--- src/rtl/alu_op_sequencer.sv ---
// Registered command front-end for the 3-bit ALU: holds operands for SETTLE cycles,
// captures the result into a small FIFO. Optional checker enabled by ALU_SEQ_SELFCHECK_EN.
`timescale 1ns/1ps
module alu_op_sequencer #(
    parameter int DEPTH  = 4,
    parameter int SETTLE = 1
) (
    input  logic       clk,
    input  logic       rst_n,
    input  logic       cmd_valid,
    output logic       cmd_ready,
    input  logic [1:0] cmd_sel,
    input  logic [2:0] cmd_a,
    input  logic [2:0] cmd_b,
    output logic [1:0] alu_sel,
    output logic [2:0] alu_a,
    output logic [2:0] alu_b,
    input  logic [5:0] alu_op,
    output logic       res_valid,
    input  logic       res_ready,
    output logic [5:0] res_data,
    output logic [1:0] res_sel,
`ifdef ALU_SEQ_SELFCHECK_EN
    output logic       selfchk_err,
    output logic [7:0] selfchk_cnt,
`endif
    output logic [7:0] ops_done
);

    localparam int PW = (DEPTH > 1) ? $clog2(DEPTH) : 1;
    localparam int CW = PW + 1;

    typedef enum logic [1:0] {
        ST_IDLE    = 2'd0,
        ST_WAIT    = 2'd1,
        ST_CAPTURE = 2'd2
    } state_t;

    state_t         r_state;
    logic [3:0]     r_settle;
    logic [1:0]     r_alu_sel;
    logic [2:0]     r_alu_a;
    logic [2:0]     r_alu_b;
    logic [7:0]     r_ops_done;

    logic [PW-1:0]  r_wr_ptr;
    logic [PW-1:0]  r_rd_ptr;
    logic [CW-1:0]  r_count;
    logic [7:0]     r_mem [DEPTH];

    logic           w_accept;
    logic           w_push;
    logic           w_pop;
    logic           w_has_room;
    logic [7:0]     w_head;

    // Room is checked only at accept; nothing else can push while a command
    // is in flight, so the reserved slot is guaranteed at capture time.
    assign w_has_room = (r_count < CW'(DEPTH));
    assign cmd_ready  = (r_state == ST_IDLE) && w_has_room;
    assign w_accept   = cmd_valid && cmd_ready;
    assign w_push     = (r_state == ST_CAPTURE);
    assign w_pop      = res_ready && (r_count != '0);

    assign alu_sel  = r_alu_sel;
    assign alu_a    = r_alu_a;
    assign alu_b    = r_alu_b;
    assign ops_done = r_ops_done;

    always_ff @(posedge clk or negedge rst_n) begin
        if (!rst_n) begin
            r_state    <= ST_IDLE;
            r_settle   <= 4'd0;
            r_alu_sel  <= 2'd0;
            r_alu_a    <= 3'd0;
            r_alu_b    <= 3'd0;
            r_ops_done <= 8'd0;
        end else begin
            case (r_state)
                ST_IDLE: begin
                    if (w_accept) begin
                        r_alu_sel <= cmd_sel;
                        r_alu_a   <= cmd_a;
                        r_alu_b   <= cmd_b;
                        r_settle  <= 4'(SETTLE);
                        r_state   <= ST_WAIT;
                    end
                end
                ST_WAIT: begin
                    if (r_settle <= 4'd1) begin
                        r_settle <= 4'd0;
                        r_state  <= ST_CAPTURE;
                    end else begin
                        r_settle <= r_settle - 4'd1;
                    end
                end
                ST_CAPTURE: begin
                    if (r_ops_done != 8'hFF) begin
                        r_ops_done <= r_ops_done + 8'd1;
                    end
                    r_state <= ST_IDLE;
                end
                default: begin
                    r_state <= ST_IDLE;
                end
            endcase
        end
    end

    // Result storage: entry is {opcode, result}; no reset needed on the array.
    always_ff @(posedge clk) begin
        if (w_push) begin
            r_mem[r_wr_ptr] <= {r_alu_sel, alu_op};
        end
    end

    always_ff @(posedge clk or negedge rst_n) begin
        if (!rst_n) begin
            r_wr_ptr <= '0;
            r_rd_ptr <= '0;
            r_count  <= '0;
        end else begin
            if (w_push) begin
                r_wr_ptr <= (r_wr_ptr == PW'(DEPTH - 1)) ? '0 : r_wr_ptr + PW'(1);
            end
            if (w_pop) begin
                r_rd_ptr <= (r_rd_ptr == PW'(DEPTH - 1)) ? '0 : r_rd_ptr + PW'(1);
            end
            case ({w_push, w_pop})
                2'b10:   r_count <= r_count + CW'(1);
                2'b01:   r_count <= r_count - CW'(1);
                default: r_count <= r_count;
            endcase
        end
    end

    assign w_head    = r_mem[r_rd_ptr];
    assign res_valid = (r_count != '0);
    assign res_data  = w_head[5:0];
    assign res_sel   = w_head[7:6];

`ifdef ALU_SEQ_SELFCHECK_EN
    logic       r_selfchk_err;
    logic [7:0] r_selfchk_cnt;
    logic [5:0] w_expect;

    // Reference result built from the held operands, per the ALU's documented contract.
    always_comb begin
        w_expect = 6'd0;
        case (r_alu_sel)
            2'b00:   w_expect = {3'b000, r_alu_a & r_alu_b};
            2'b01:   w_expect = {3'b000, r_alu_a} * {3'b000, r_alu_b};
            2'b10:   w_expect = {3'b000, ~(r_alu_a & r_alu_b)};
            default: w_expect = {3'b000, r_alu_a ^ r_alu_b};
        endcase
    end

    always_ff @(posedge clk or negedge rst_n) begin
        if (!rst_n) begin
            r_selfchk_err <= 1'b0;
            r_selfchk_cnt <= 8'd0;
        end else if (w_push && (alu_op != w_expect)) begin
            r_selfchk_err <= 1'b1;
            if (r_selfchk_cnt != 8'hFF) begin
                r_selfchk_cnt <= r_selfchk_cnt + 8'd1;
            end
        end
    end

    assign selfchk_err = r_selfchk_err;
    assign selfchk_cnt = r_selfchk_cnt;
`endif

endmodule
--- config.mk ---
export PLATFORM = sky130hd
export DESIGN_NAME = alu_op_sequencer
export DESIGN_NICKNAME = d
export VERILOG_FILES = /design/src/rtl/alu_op_sequencer.sv
export SDC_FILE = /design/constraint.sdc
export NUM_CORES = 1
export LEC_CHECK = 0
export CORE_ASPECT_RATIO = 1.75
export CORE_UTILIZATION = 35
export CTS_CLUSTER_SIZE = 28
export DETAILED_ROUTE_END_ITERATION = 8
export HOLD_SLACK_MARGIN = 0.12
export SYNTH_ARGS = -nofsm -noshare
export SYNTH_HDL_FRONTEND = slang
export SYNTH_SLANG_ARGS = --single-unit
--- constraint.sdc ---
create_clock -name clk -period 2.3 [get_ports clk]
set_clock_uncertainty 0.1 [all_clocks]
set_input_delay 0.23 -clock clk [delete_from_list [all_inputs] [get_ports clk]]
set_output_delay 0.23 -clock clk [all_outputs]
set_load 0.01 [all_outputs]
==> Word-level counts from Yosys, hierarchy flattened <==
Memories as Yosys holds them, arrays and structs flattened.
Cells that the tools add are included.
{ "totals": {"reg_bits": 29, "mem_bits_rw": 32, "input_bits": 18, "output_inout_bits": 26, "n_memories": 1} }
{ "classes": {"addsub": 6, "n_lt_le_gt_ge": 2, "n_eq_ne": 9, "n_mux": 11, "reduce_logical": 11} }
{ "mem_list": {"columns": ["memory", "depth", "word_bits", "rd", "rd_clocked_by_memory_dff", "write_ports", "line_no", "text"], "rows": [
  ["r_mem", 4, 8, 1, 0, 1, "49", "logic [7:0] r_mem [DEPTH];"]
]} }
{ "ops": {"columns": ["op", "count"], "rows": [
  ["$add A8 B1 Y8 const B", 1],
  ["$eq A2 B2 Y1 const B", 4],
  ["$mux W2", 4],
  ["$mux W4", 2],
  ["$ne A8 B8 Y1 const B", 1],
  ["$pmux W4 S2", 1],
  ["$reduce_and A2 Y1", 4],
  ["$pmux W3 S2", 1],
  ["$add A2 B1 Y2 const B", 2],
  ["$eq A2 B1 Y1 const B", 2],
  ["$le A4 B1 Y1 const B", 1],
  ["$ne A2 B2 Y1 const B", 2],
  ["$pmux W2 S2", 1],
  ["$reduce_bool A2 Y1", 2],
  ["$sub A4 B1 Y4 const B", 1],
  ["$add A3 B1 Y3 const B", 1],
  ["$logic_and A1 B1 Y1", 3],
  ["$lt A3 B3 Y1 const B", 1],
  ["$reduce_bool A3 Y1", 1],
  ["$sub A3 B1 Y3 const B", 1],
  ["$logic_not A2 Y1", 1],
  ["$mux W1", 2]
]} }

==> Longest topological paths before layout <==
{ "logic_depth": {"ltp_word": 5, "depth_mapped": 9} }

==> Worst setup path after synthesis <==
OpenSTA, ideal clock, no wires.
{ "synth_timing": {"path_type": "register to register", "from": "register r_count[1]", "to": "register r_count[1]", "setup_time_ns": 0.083, "t_arrival_ns": 1.784, "setup_slack_ns": 0.334, "path_stages_with_launch": 8, "path_buffers": 0, "period_less_slack_ns": 1.966, "path_cell_list": "dfrtp_1 -> or3_1 -> nand2_1 -> inv_1 -> ha_1 -> inv_1 -> fa_1 -> o21ai_0"} }
{ "synth_between": {"elab_chain_cells": 4} }
{ "synth_rtl": {"columns": ["element", "line_no", "text"], "rows": [
  ["start: declaration", "48", "logic [CW-1:0] r_count;"],
  ["start signal: assignment", "130", "2'b10: r_count <= r_count + CW'(1);"],
  ["start signal: assignment", "131", "2'b01: r_count <= r_count - CW'(1);"],
  ["start signal: assignment", "132", "default: r_count <= r_count;"],
  ["$reduce_bool A3 Y1 *", null, null],
  ["net res_valid", "19", "output logic res_valid,"],
  ["$logic_and A1 B1 Y1 *", "63", "assign w_pop = res_ready && (r_count != '0);"],
  ["net w_pop", "53", "logic w_pop;"],
  ["$eq A2 B1 Y1 / $eq A2 B2 Y1 (equally long branches)", "129", "case ({w_push, w_pop})"],
  ["$pmux W3 S2 / $reduce_bool A2 Y1 (equally long branches)", null, null]
]} }
Mark *: on every way through the listed nets, which the timed path passes. The rest lies on a longest branch.
A chain may end at the register's enable or synchronous reset.

==> Worst setup path in the final report <==
{ "layout_timing": {"from": "register r_rd_ptr[0]", "to": "output port res_sel[1]"} }
{ "layout_between": {"elab_chain_cells": 1} }
{ "layout_rtl": {"columns": ["element", "line_no", "text"], "rows": [
  ["start: declaration", "47", "logic [PW-1:0] r_rd_ptr;"],
  ["start signal: assignment", "127", "r_rd_ptr <= (r_rd_ptr == PW'(DEPTH - 1)) ? '0 : r_rd_ptr + PW'(1);"],
  ["$mem_v2 Z4 W8", null, null],
  ["end: declaration", "22", "output logic [1:0] res_sel,"]
]} }
Every way passes these cells.

==> results_dict.tcl <==
set metrics [dict create \
    status "complete, no violations" \
    critical_path_arrival_ns 1.89 \
    critPathMaxFanout 9 \
    leakagePower_nw 1.34 \
    viasPerCell 4.90 \
    worst_setup_path_end_kind "primary output" \
    die_w_um 66.9 \
    gp_congestion 0.734 \
    reg2reg_from "r_count[0]$_DFFE_PN0P_" \
    rr_worst_depth 7 \
    power_frac_seq_pct 38.0 \
    crit_slowest_cell "mux4_2" \
    first_pass_iters 4 \
    track_usage_pct 13.9 \
    final_hold_viol_count 0 \
    io_buffers 43 \
    ys_seq_area_share_pct 65.3 \
    hold_buffers 0 \
    synthSimpleGateAreaFrac_pct 8.82 \
    post_cts_buffers 0 \
    cts_tree "done" \
    powerDensity_nw_per_um2 1330 \
    htreeDepth 3 \
    p_sw_share_pct 30.2 \
    synth_cell_types 36 \
    slew_headroom_pct 65.9 \
    finalSetupViolations 0 \
    clk_pin_slew_ns 0.05 \
    die_h_um 116 \
    synth_xor_area_share_pct 1.70 \
    synth.cells.most_frequent "edfxtp_1 (32), dfrtp_1 (29), mux2_2 (11)" \
    grt_pass1_vias 1570 \
    syn_area_per_cell_um2 15.2 \
    clk_latency_ns 0.33 \
    num-fill-cells 640 \
    synth_top_area_cell "edfxtp_1" \
    grt_remaining_overflow 0 \
    hpwl_mm 3.23 \
    crit_chain "buf_12, mux4_2, clkdlybuf4s50_1" \
    power_frac_comb_pct 33.9 \
    synth_compound_area_share_pct 4.41 \
    rows 41 \
    clock.fmax_mhz 450 \
    cts-root-buf "clkbuf_16" \
    pin_count 44 \
    antenna_cells 0 \
    yosysMostFrequentCell "edfxtp_1" \
    max_stage_delay_ns 0.50 \
    fp.coreArea_um2 7180 \
    period_needed_ns 2.22 \
    cts-buffers-inserted 9 \
    antenna_found_initial 0 \
    synth-adder-area-share_pct 5.14 \
    drive_above_1_share_pct 18.7 \
    p_sw_mw 1.38 \
    postRouteAntennaNets 0 \
    wirelength_mm 4.59 \
    regArea_um2 1690 \
    p_total_mw 4.57 \
    synth_top_family_by_area "multiplexers" \
    multi_input_area_um2 843 \
    critPathKind "reg -> out" \
    initial_utilization_pct 35.9 \
    yosys-top-cells-area "edfxtp_1 (37%), dfrtp_1 (28%), mux4_2 (7.0%)" \
    critPathLaunchType "register" \
    drt_iter0_markers 104 \
    synth_seq_cells 61 \
    drc 0 \
    cts_buffer_depth 2 \
    period_share_pct 96.7 \
    synth-edff-count 32 \
    synthCells 170 \
    grt_max_degree 30 \
    hold_path.class "in -> async" \
    fin_nets 253 \
    netlist.area_leader.share_pct 37.2 \
    grt_pass1_wl_mm 7.50 \
    cp.required_ns 1.97 \
    worstMarginPinSlew_ns 0.511 \
    rsz0062_at_grt "false" \
    yosysWarnings 0 \
    p_clk_share_pct 28.0 \
    maxCapViolCount 0 \
    synth_mux_area_share_pct 12.6 \
    async_flop_share_pct 47.5 \
    syn-num-nets 198 \
    slew_viol_final 0 \
    ys.flop_type "edfxtp_1" \
    area_growth_pct 33.4 \
    routed-via-count 1548 \
    r2r_slack_ns 0.26 \
    cts.sink_count 61 \
    synth.cell_area_um2 2580 \
    intPower_mw 3.19 \
    cts_resized 1 \
    fin_setup_tns_ns 0 \
    die_area_um2 7740 \
    wl_per_cell_um 14.5 \
    worstReg2RegEnd "r_count[1]$_DFFE_PN0P_" \
    ir_worst_vdd_mv 0.566 \
]
-- how the worst max path moves through the flow --
stage,start,end,slack (ns),cells past startpoint
after floorplan,r_count[1]$_DFFE_PN0P_,r_count[1]$_DFFE_PN0P_,0.33,7
after global placement,res_ready,r_count[2]$_DFFE_PN0P_,0.23,9
after detailed placement,res_ready,r_count[2]$_DFFE_PN0P_,0.24,9
after CTS,r_rd_ptr[0]$_DFFE_PN0P_,res_sel[1],0.04,3
after global routing,r_rd_ptr[0]$_DFFE_PN0P_,res_sel[0],0.01,3
final,r_rd_ptr[0]$_DFFE_PN0P_,res_sel[1],0.08,3
-- area by class of cell --
cell class	instances	area share [%]
Clock inverter	5	0.908
Inverter	10	1.09
Clock buffer	11	7.66
Timing Repair Buffer	47	13.7
Tap cell	86	3.12
Sequential cell	61	49.0
Multi-Input combinational cell	96	24.5
-- per-layer routing --
layer	global-route usage [%]	share of wire, %
met2	24.1	55
met3	3.74	4.6
met4	9.93	3.2
met1	13.9	38
met5	0	0
-- power by group through the flow --
stage / Combinational [mW] / Sequential (mW) / Clock, mW
after global placement: 1.55 / 1.75 / 0
after floorplan: 0.880 / 1.72 / 0
final: 1.55 / 1.74 / 1.28
after detailed placement: 1.57 / 1.77 / 0
after CTS: 1.59 / 1.75 / 1.31
after global routing: 1.72 / 1.79 / 1.35
-- stage by stage --
| stage | hold slack (ns) | setup slack, ns | instance area [um^2] | util, % | cells |
|---|---|---|---|---|---|
| floorplan | -0.166 | 0.334 | 2580 | - | 170 |
| global placement | 0.378 | 0.233 | 3150 | 43.8 | 300 |
| detailed placement | 0.395 | 0.243 | 3150 | 43.8 | 300 |
| CTS | 0.208 | 0.0436 | 3440 | 48.0 | 316 |
| global route | 0.234 | 0.00982 | 3440 | 48.0 | 316 |
| finish | 0.196 | 0.0766 | 3440 | 48.0 | 316 |
-- logic make-up after synthesis --
| logic type | Yosys count |
|---|---|
| AO/OA/AOI/OAI | 19 |
| buffers and inverters | 13 |
| XOR/XNOR | 5 |
| multiplexers | 21 |
| AND/OR/NAND/NOR | 41 |
| flip-flops | 61 |
| adder cells (fa/ha/maj) | 10 |
-- worst max-delay path, delay by kind of cell, from the launching register on --
kind / cells / cell delay (ns)
muxes: 1 / 0.50
buffers and inverters: 2 / 0.64
DFF: 1 / 0.42
-- placed cells by master (no fill, tap or decap), types with 3 or more instances in the layout --
master	n
a21oi_1	8
and2_1	5
buf_4	3
clkbuf_16	10
clkdlybuf4s50_1	43
dfrtp_1	28
edfxtp_1	32
ha_1	9
inv_1	9
mux2_2	11
mux4_2	8
nand2_1	9
nand3_1	3
nor2_1	7
nor3_1	4
o21ai_0	4
xnor2_1	3
-- sequential cells by signal (all words and copies together), names as in the netlist --
name      count
alu_sel       2
r_rd_ptr      2
ops_done      8
r_count       3
r_state       2
r_settle      4
r_wr_ptr      2
alu_a         3
alu_b         3
r_mem        32
(Power assumes the default switching activity.)
